[config.mk]
export PLATFORM = sky130hd
export DESIGN_NAME = bcd2bin
export DESIGN_NICKNAME = d
export VERILOG_FILES = /design/src/rtl/bcd2bin.sv
export SDC_FILE = /design/constraint.sdc
export NUM_CORES = 1
export LEC_CHECK = 0
export ABC_AREA = 0
export BUFFER_PORTS_ARGS = -buffer_cell sky130_fd_sc_hd__buf_2
export CORE_ASPECT_RATIO = 0.75
export CORE_MARGIN = 2
export CORE_UTILIZATION = 50
export CTS_CLUSTER_SIZE = 14
export DETAILED_ROUTE_END_ITERATION = 8
export PLACE_DENSITY_LB_ADDON = 0.08
export REMOVE_ABC_BUFFERS = 1
export SLEW_MARGIN = 20
export SYNTH_ARGS = -nofsm -noshare
export SYNTH_HDL_FRONTEND = slang
export SYNTH_SLANG_ARGS = --single-unit
export TNS_END_PERCENT = 50
[constraint.sdc]
create_clock -name clk -period 3.2 [get_ports clk]
set_input_delay 0 -clock clk [delete_from_list [all_inputs] [get_ports clk]]
set_output_delay 0 -clock clk [all_outputs]
set_load 0.01 [all_outputs]
[src/rtl/bcd2bin.sv]
// Sequential signed-BCD to two's-complement converter: one digit per clock,
// start/busy/done handshake, and an error flag for malformed or out-of-range input.
module bcd2bin #(
  parameter int width  = 6,
  parameter int digits = 2
) (
  input  logic                  clk,
  input  logic                  rst_n,
  input  logic                  start,
  input  logic [4*digits-1:0]   bcd,
  input  logic [3:0]            bcd_sgn,
  output logic                  busy,
  output logic                  done,
  output logic [width-1:0]      bin,
  output logic                  err
);

  localparam int acc_w = width + 4;
  localparam int cnt_w = $clog2(digits) + 1;
  localparam logic [acc_w-1:0] half    = {{(acc_w-1){1'b0}}, 1'b1} << (width - 1);
  localparam logic [acc_w-1:0] half_m1 = half - {{(acc_w-1){1'b0}}, 1'b1};
  localparam logic [cnt_w-1:0] last    = cnt_w'(digits - 1);

  typedef enum logic [1:0] {
    IDLE = 2'd0,
    CONV = 2'd1,
    FIN  = 2'd2
  } state_t;

  state_t                state, state_n;
  logic [4*digits-1:0]   digs, digs_n;
  logic [3:0]            sgn, sgn_n;
  logic [acc_w-1:0]      acc, acc_n;
  logic [cnt_w-1:0]      cnt, cnt_n;
  logic                  ovf, ovf_n;
  logic                  bad, bad_n;
  logic                  busy_n, done_n, err_n;
  logic [width-1:0]      bin_n;

  logic [3:0]            digit;
  logic [acc_w-1:0]      step;
  logic                  is_plus, is_minus, mag_bad, fault;

  function automatic logic digit_ok(input logic [3:0] d);
    return d <= 4'd9;
  endfunction

  // Datapath helpers: the MS latched digit is always at the top of digs.
  always_comb begin
    digit    = digs[4*digits-1 -: 4];
    step     = (acc << 3) + (acc << 1) + {{width{1'b0}}, digit};
    is_plus  = (sgn == 4'hF);
    is_minus = (sgn == 4'hA);
    if (is_minus) begin
      mag_bad = (acc > half);
    end else begin
      mag_bad = (acc > half_m1);
    end
    fault = bad | ovf | ~(is_plus | is_minus) | mag_bad;
  end

  // Next-state and next-output logic.
  always_comb begin
    state_n = state;
    digs_n  = digs;
    sgn_n   = sgn;
    acc_n   = acc;
    cnt_n   = cnt;
    ovf_n   = ovf;
    bad_n   = bad;
    busy_n  = busy;
    done_n  = 1'b0;
    bin_n   = bin;
    err_n   = err;
    case (state)
      IDLE: begin
        if (start) begin
          digs_n  = bcd;
          sgn_n   = bcd_sgn;
          acc_n   = {acc_w{1'b0}};
          cnt_n   = {cnt_w{1'b0}};
          ovf_n   = 1'b0;
          bad_n   = 1'b0;
          busy_n  = 1'b1;
          state_n = CONV;
        end else begin
          state_n = IDLE;
        end
      end
      CONV: begin
        acc_n  = step;
        digs_n = digs << 4;
        cnt_n  = cnt + {{(cnt_w-1){1'b0}}, 1'b1};
        if (!digit_ok(digit)) begin
          bad_n = 1'b1;
        end else begin
          bad_n = bad;
        end
        // Sticky bound keeps acc*10+15 inside the accumulator on the next step.
        if (step > half) begin
          ovf_n = 1'b1;
        end else begin
          ovf_n = ovf;
        end
        if (cnt == last) begin
          state_n = FIN;
        end else begin
          state_n = CONV;
        end
      end
      FIN: begin
        err_n = fault;
        if (fault) begin
          bin_n = {width{1'b0}};
        end else if (is_minus) begin
          bin_n = {width{1'b0}} - acc[width-1:0];
        end else begin
          bin_n = acc[width-1:0];
        end
        done_n  = 1'b1;
        busy_n  = 1'b0;
        state_n = IDLE;
      end
      default: begin
        busy_n  = 1'b0;
        state_n = IDLE;
      end
    endcase
  end

  // State and datapath registers.
  always_ff @(posedge clk or negedge rst_n) begin
    if (!rst_n) begin
      state <= IDLE;
      digs  <= {(4*digits){1'b0}};
      sgn   <= 4'h0;
      acc   <= {acc_w{1'b0}};
      cnt   <= {cnt_w{1'b0}};
      ovf   <= 1'b0;
      bad   <= 1'b0;
      busy  <= 1'b0;
      done  <= 1'b0;
      bin   <= {width{1'b0}};
      err   <= 1'b0;
    end else begin
      state <= state_n;
      digs  <= digs_n;
      sgn   <= sgn_n;
      acc   <= acc_n;
      cnt   <= cnt_n;
      ovf   <= ovf_n;
      bad   <= bad_n;
      busy  <= busy_n;
      done  <= done_n;
      bin   <= bin_n;
      err   <= err_n;
    end
  end

endmodule

Yosys cells after proc, flatten, opt, wreduce, memory -nomap -nowiden. Index checks and enable logic that the tools add are counted. W data, S select, Z words.

Flip-flop bits (word level): 37. Input bits: 15. Word-level logic and storage cells: 60.

Add/subtract/negate cells: 4. $lt $le $gt $ge: 4. Equal/unequal tests: 8. Multiplexer cells: 20. Bitwise logic cells: 6. Reduce and logical (&&, ||, !) cells: 7.

Operators with widths (count): $gt A10 B6 Y1 const B (2); $pmux W10 S2 (1); $pmux W8 S2 (1); $mux W6 (2); $add A10 B10 Y10 (1); $add A10 B4 Y10 (1); $gt A10 B5 Y1 const B (1); $mux W10 (1); $eq A4 B4 Y1 const B (2); $mux W8 (1); $pmux W2 S2 (2); $mux W1 (7); $ne A2 B2 Y1 const B (3); $pmux W1 S2 (3); $reduce_and A2 Y1 (3); $reduce_and A3 Y1 (2); $sub A1 B6 Y6 const A (1); $eq A2 B1 Y1 const B (2); $le A4 B4 Y1 const B (1); $mux W2 (2); $or A1 B1 Y1 (4); $add A2 B1 Y2 const B (1); $eq A2 B2 Y1 const B (1); $logic_not A2 Y1 (1); other kinds (2) (3).

Logic depth before layout (Yosys ltp). Gate-level depths: netlist of the first run.

Depth in word-level cells: 6. Gate-level depth with buffers: 9.

Worst setup path after synthesis of the first run. No wires, ideal clock.

Path type: flip-flop to flip-flop. From: register acc[2]. To: register ovf. Arrival time: 2223 ps. Data required time: 3067 ps. Slack: 844 ps. Stages on the path, launching flop included: 10. Path buffers: 0. Clock period less this slack: 2356 ps. Cell sequence: dfrtp_1 inv_1 fa_1 inv_1 fa_1 a21o_1 a221oi_2 mux2i_1 a31oi_1 nand3_1.

Longest elaborated chain between the ends: 5.

RTL lines: start: declaration (line 33) `logic [acc_w-1:0] acc, acc_n;`; start signal: assignment (line 137) `acc <= {acc_w{1'b0}};`; start signal: assignment (line 149) `acc <= acc_n;`; $add A10 B10 Y10 (line 51) `step = (acc << 3) + (acc << 1) + {{width{1'b0}}, digit};`; $add A10 B4 Y10 (line 51); $gt A10 B6 Y1 (line 100) `if (step > half) begin`; $ne A2 B2 Y1 (no line); $reduce_and A3 Y1 (no line); end signal: assignment (line 151) `ovf <= ovf_n;`; end: declaration (line 35) `logic ovf, ovf_n;`.

No other way between the ends. A chain may end at the register's enable or synchronous reset.

Worst setup path after layout of the first run. Same ends and word-level chain as after synthesis.

==> flow_summary.yaml, run 1 <==
setup_path:
  cp_top_family: "adder cells"
  crit_path_start_kind: "flop"
  r2r_end: "ovf"
  path_cells: "inv_1 -> fa_1 -> inv_1 -> fa_1 -> nor4_1 -> a2111oi_0 -> a221oi_1 -> nand3_1"
  end_kind: "flop"
  r2r-start: "acc[2]"
  cpMaxStageDelayCell: "fa_1"
  crit_fanout: 5
  max_stage_delay_ns: 0.51
  cp.arrival_ns: 2.83
  reg2reg_depth: 8
  path_class: "reg2reg"
  path_buf_inv: 2
  required_ns: 3.37
  regToRegSetupSlack_ns: 0.54
sta:
  holdWs_ns: 0.344
  worst_pin_slew_ns: 0.822
  setup_violations: 0
  clock.fmax_mhz: 376
  hold_viol: 0
  rsz0062_at_grt: "false"
  fin_crit_sh_pct: 83.2
  slew_headroom_pct: 45.2
  period_needed_ns: 2.66
  skew_ns: 0.00725
  setup-tns-final_ns: 0
  slew_viol_final: 0
  fin_ws_ns: 0.538
cells_and_area:
  drive_above_1_share_pct: 15.4
  layout_commonest_cell: "nand2_1"
  nFillCells: 342
  area_growth_pct: 20.2
  utilization_pct: 61.9
  seq_area_um2: 926
  final_cell_mix: "nand2_1, dfrtp_1, buf_2"
  multi_input_area_mm2: 0.00106
  nets: 286
  antenna_cells: 0
yosys:
  synth_compound_area_share_pct: 15.9
  avgSynthCellArea_um2: 9.60
  synth-edff-count: 0
  synth_mux_area_share_pct: 0.970
  synth_fa_ha_area_share_pct: 11.6
  yosysSeqAreaShare_pct: 44.9
  synth_simple_gate_area_share_pct: 19.1
  postSynthCellCount: 215
  ys_types: 42
  ys_ff_latch: 37
  yosys.area_share.xor_xnor_pct: 3.82
  async_flop_share_pct: 100
  synth_ff_type: "dfrtp_1"
  syn_area_mm2: 0.00206
  synth_top_family_by_area: "simple AND/OR/NAND/NOR gates"
  yosysWarnings: 0
power_and_ir_drop:
  p_leak_uw: 0.00121
  ir_worst_vdd_mv: 0.479
  power_density_mw_per_mm2: 1070
  power_uw: 2640
global_route:
  grt_pass1_vias: 1727
  antenna_found_initial: 0
  grt_pass1_wl_um: 8050
  grt_usage_pct: 23.0
  grt_max_degree: 38
  grt.overflow.total: 0
placed_design:
  portBuffers: 23
  place_congestion: 0.974
  dpl_worst_slack_ns: 0.622
  dp_hpwl_um: 3310
die:
  ios: 24
  fp-row-count: 20
  start_util_pct: 51.5
  die_h_um: 59.6
  core_area_mm2: 0.00400
  die-area_mm2: 0.00466
  die_w_um: 78.2
route:
  ant_nets: 0
  drc: 0
  drt-total-wl_um: 4680
  drt-vias-per-instance: 5.59
  drtPass1Iterations: 4
  wl_per_cell_um: 15.1
  drtIter0Drc: 71
  num_vias: 1728
clock_tree:
  cts_setup_buffers: 0
  cts_sinks: 37
  cts-root-buf: "clkbuf_8"
  worstSkewPairLatency_ns: 0.30
  h-tree-depth: 2
  cts_buffer_depth: 2
  clk_pin_slew_ns: 0.08
  cts.repair.resized: 0
  tritoncts: "yes"
  cts_buffers: 5
run:
  cap_viol_max_count: 0
outcome:
  outcome: "complete, no violations"
min_path:
  min_path_type: "in2async"
==> cell usage after synthesis, drive strengths merged (5+ instances only) <==
library cell	number	area share (%)
a21o	5	1.8
a21oi	7	1.7
a31oi	7	2.1
buf	5	1.5
dfrtp	37	45
ha	16	9.7
inv	9	1.6
nand2	48	8.7
nand3	7	1.7
nor2	9	1.6
o21ai	19	5.2
xnor2	7	3.0
==> how the worst max path moves through the flow <==
stage / start / end / slack (ns) / cells past startpoint
2_1_floorplan: acc[2] / ovf / 0.83 / 9
4_1_cts: acc[2] / ovf / 0.60 / 8
3_3_place_gp: acc[2] / ovf / 0.76 / 8
3_5_place_dp: acc[2] / ovf / 0.62 / 8
5_1_grt: acc[2] / ovf / 0.38 / 8
6_report: acc[2] / ovf / 0.54 / 8
==> layout make-up <==
cell class              instances  area share, %
clock inverters                 2           1.51
inverters                       9           1.36
flip-flops and latches         37           37.3
repair buffers                 39           10.9
clock buffers                   6           3.33
multi-input cells             161           42.8
well taps                      55           2.77
==> registers in the layout, summed over array words and instances, names as in the netlist <==
signal / flops
sgn: 4
digs: 8
err: 1
done: 1
acc: 10
cnt: 2
busy: 1
state: 2
bin: 6
ovf: 1
bad: 1
==> layer usage <==
layer  track usage [%]  vias up  share of wire, %
li1                  -      827                 -
met1              29.2      836                47
met2              38.9       52                47
met3              4.57       13               3.9
met4              10.3        0               2.0
met5                 0        -                 0
==> report_power, final <==
group	internal (µW)	switching (µW)	total, µW
registers	648	167	815
clock network	253	176	429
logic	570	828	1400
total	1470	1170	2640
==> timing repair <==
item,4_1_cts,5_1_grt
hold buffers,14,0
setup endpoints to repair,0,0
hold endpoints to repair,50,0
==> per-stage QoR <==
stage	std cells	area [µm²]
2_1_floorplan	207	2020
3_3_place_gp	287	2220
3_5_place_dp	287	2220
4_1_cts	309	2480
5_1_grt	309	2480
6_report	309	2480
==> cells by family (layout without fill, tap and decap cells) <==
logic type,Yosys count,after routing
compound gates,50,50
xor+xnor,9,9
fa+ha+maj,18,18
buf+inv,17,56
flops,37,37
mux,2,2
simple gates,82,82
(Power assumes the default switching activity.)
==> run 2: changes to the inputs <==
clock period = 2.4 ns   (was 3.2 ns; I/O delays follow)
==> run 2 against run 1 <==
Effect of this change:
- combinational power rose by 51%
- cell area rose by 3.3%
- register-to-register slack got worse by 0.52 ns
- global-route usage fell by 0.99 points
- count of clock-buffer cells in the layout rose by 1
- sequential cell count did not move
- critical path depth rose by 1
- clock power rose by 17%
- non-clock buffer count rose by 9
- critical path type unchanged
- largest cell class unchanged
- highest routed layer unchanged
==> flow_summary.yaml, run 2 (synthesis results as in run 1) <==
setup_path:
  crit_fanout: 2
  cpMostUsedCell: "inv_2"
  crit_path_start_kind: "flop"
  path_cells: "inv_2 -> fa_1 -> inv_2 -> ha_4 -> a21oi_2 -> nor2_1 -> or4_1 -> a31oi_1 -> nand3_1"
  cpMaxStageDelayCell: "fa_1"
  path_class: "reg2reg"
  required_ns: 2.58
  cp.arrival_ns: 2.56
  end_kind: "flop"
  max_stage_delay_ns: 0.52
sta:
  slew_headroom_pct: 45.9
  worst_pin_slew_ns: 0.812
  setup-tns-final_ns: 0
  clock.fmax_mhz: 419
  fin_crit_sh_pct: 99.4
  hold_viol: 0
  setup_violations: 0
  fin_ws_ns: 0.0141
  rsz0062_at_grt: "true"
  period_needed_ns: 2.39
  slew_viol_final: 0
  skew_ns: 0.00503
placed_design:
  place_area_mm2: 0.00229
  place_congestion: 0.851
  dp_hpwl_um: 3280
  portBuffers: 23
  dpl_worst_slack_ns: -0.0718
power_and_ir_drop:
  swShare_pct: 44.3
  p_int_uw: 2030
  power_uw: 3650
  p_seq_share_pct: 28.6
  ir_worst_vdd_mv: 0.640
  switching_power_uw: 1620
  power_frac_clock_pct: 13.7
  power_density_mw_per_mm2: 1420
  p_comb_share_pct: 57.7
  p_leak_uw: 0.00125
cells_and_area:
  final_cell_area_mm2: 0.00256
  layout_commonest_cell: "nand2_1"
  utilization_pct: 64.0
  top_register: "acc"
  drive_above_1_share_pct: 21.7
  nFillCells: 344
  nets: 295
  antenna_cells: 0
  area_growth_pct: 24.2
  largest_reg_flops: 10
  reg_top3: "acc: 10 flops, digs: 8 flops, bin: 6 flops"
  final_cell_mix: "nand2_1, dfrtp_1, buf_2"
die:
  fp-row-count: 20
  die_h_um: 59.6
  ios: 24
  die_w_um: 78.2
  core_area_mm2: 0.00400
  start_util_pct: 51.5
  die-area_mm2: 0.00466
global_route:
  grt_max_degree: 38
  grt_pass1_vias: 1629
  grt_usage_pct: 22.0
  antenna_found_initial: 0
  grt_pass1_wl_um: 7660
  grt.overflow.total: 0
clock_tree:
  cts_buffer_depth: 2
  worstSkewPairLatency_ns: 0.30
  cts-root-buf: "clkbuf_8"
  tritoncts: "yes"
  cts_buffers: 5
  cts_sinks: 37
  cts_setup_buffers: 0
  clk_pin_slew_ns: 0.08
  h-tree-depth: 2
route:
  drt-total-wl_um: 4660
  wl_per_cell_um: 14.6
  ant_nets: 0
  drtPass1Iterations: 4
  drt-vias-per-instance: 5.47
  drtIter0Drc: 63
  num_vias: 1740
  drc: 0
outcome:
  outcome: "complete, no violations"
min_path:
  min_path_type: "in2reg"
run:
  cap_viol_max_count: 0
## run 2: critical path, delay by kind of cell, from the launching register on
kind | cells | cell delay [ns]
simple gates | 3 | 0.66
compound gates | 2 | 0.36
buf+inv | 2 | 0.11
fa+ha+maj | 2 | 0.76
flops | 1 | 0.37
## run 2: per-layer routing
| layer | GRT usage [%] | vias up | share of wire [%] |
|---|---|---|---|
| met5 | 0 | - | 0 |
| met3 | 4.27 | 11 | 3.9 |
| met2 | 36.0 | 36 | 46 |
| met1 | 28.3 | 850 | 48 |
| met4 | 11.5 | 0 | 2.4 |
| li1 | - | 843 | - |
## run 2: power groups by stage
stage	Combinational (µW)	Clock (µW)	Sequential (µW)
6_report	2110	500	1040
5_1_grt	2310	542	1070
4_1_cts	2000	511	1040
3_5_place_dp	1950	0	1050
3_3_place_gp	1880	0	1040
2_1_floorplan	1380	0	1030
## run 2: worst paths after layout
path	from	endpoint	slack (ns)	depth (start not counted)
setup / recovery	acc[2]	ovf	0.01	9
hold reg to reg	cnt[0]	cnt[0]	0.49	1
setup reg to reg	acc[2]	ovf	0.01	9
min in group asynchronous	rst_n	sgn[1]	0.32	2
hold / removal	start	busy	0.009	3
max in group asynchronous	rst_n	digs[3]	1.55	2
## run 2: per-stage QoR
stage | std cells | hold slack (ns)
CTS | 318 | 0.00879
floorplan | 207 | -0.296
global route | 318 | 0.0185
finish | 318 | 0.00862
global placement | 297 | 0.128
detailed placement | 297 | 0.151
## run 2: repair_timing
action	CTS	global route
pin swaps	2	6
hold buffers	13	0
gates resized for setup	3	6
endpoints found under the setup margin	2	3
hold endpoints to repair	49	0
## run 2: cell type report
type	count	area [µm²]	area share, %
multi-input cells	161	1090	42.7
repair buffers	48	335	13.1
clock inverters	1	8.76	0.342
clock buffers	7	96.3	3.76
inverters	9	33.8	1.32
flip-flops and latches	37	926	36.1
well taps	55	68.8	2.69
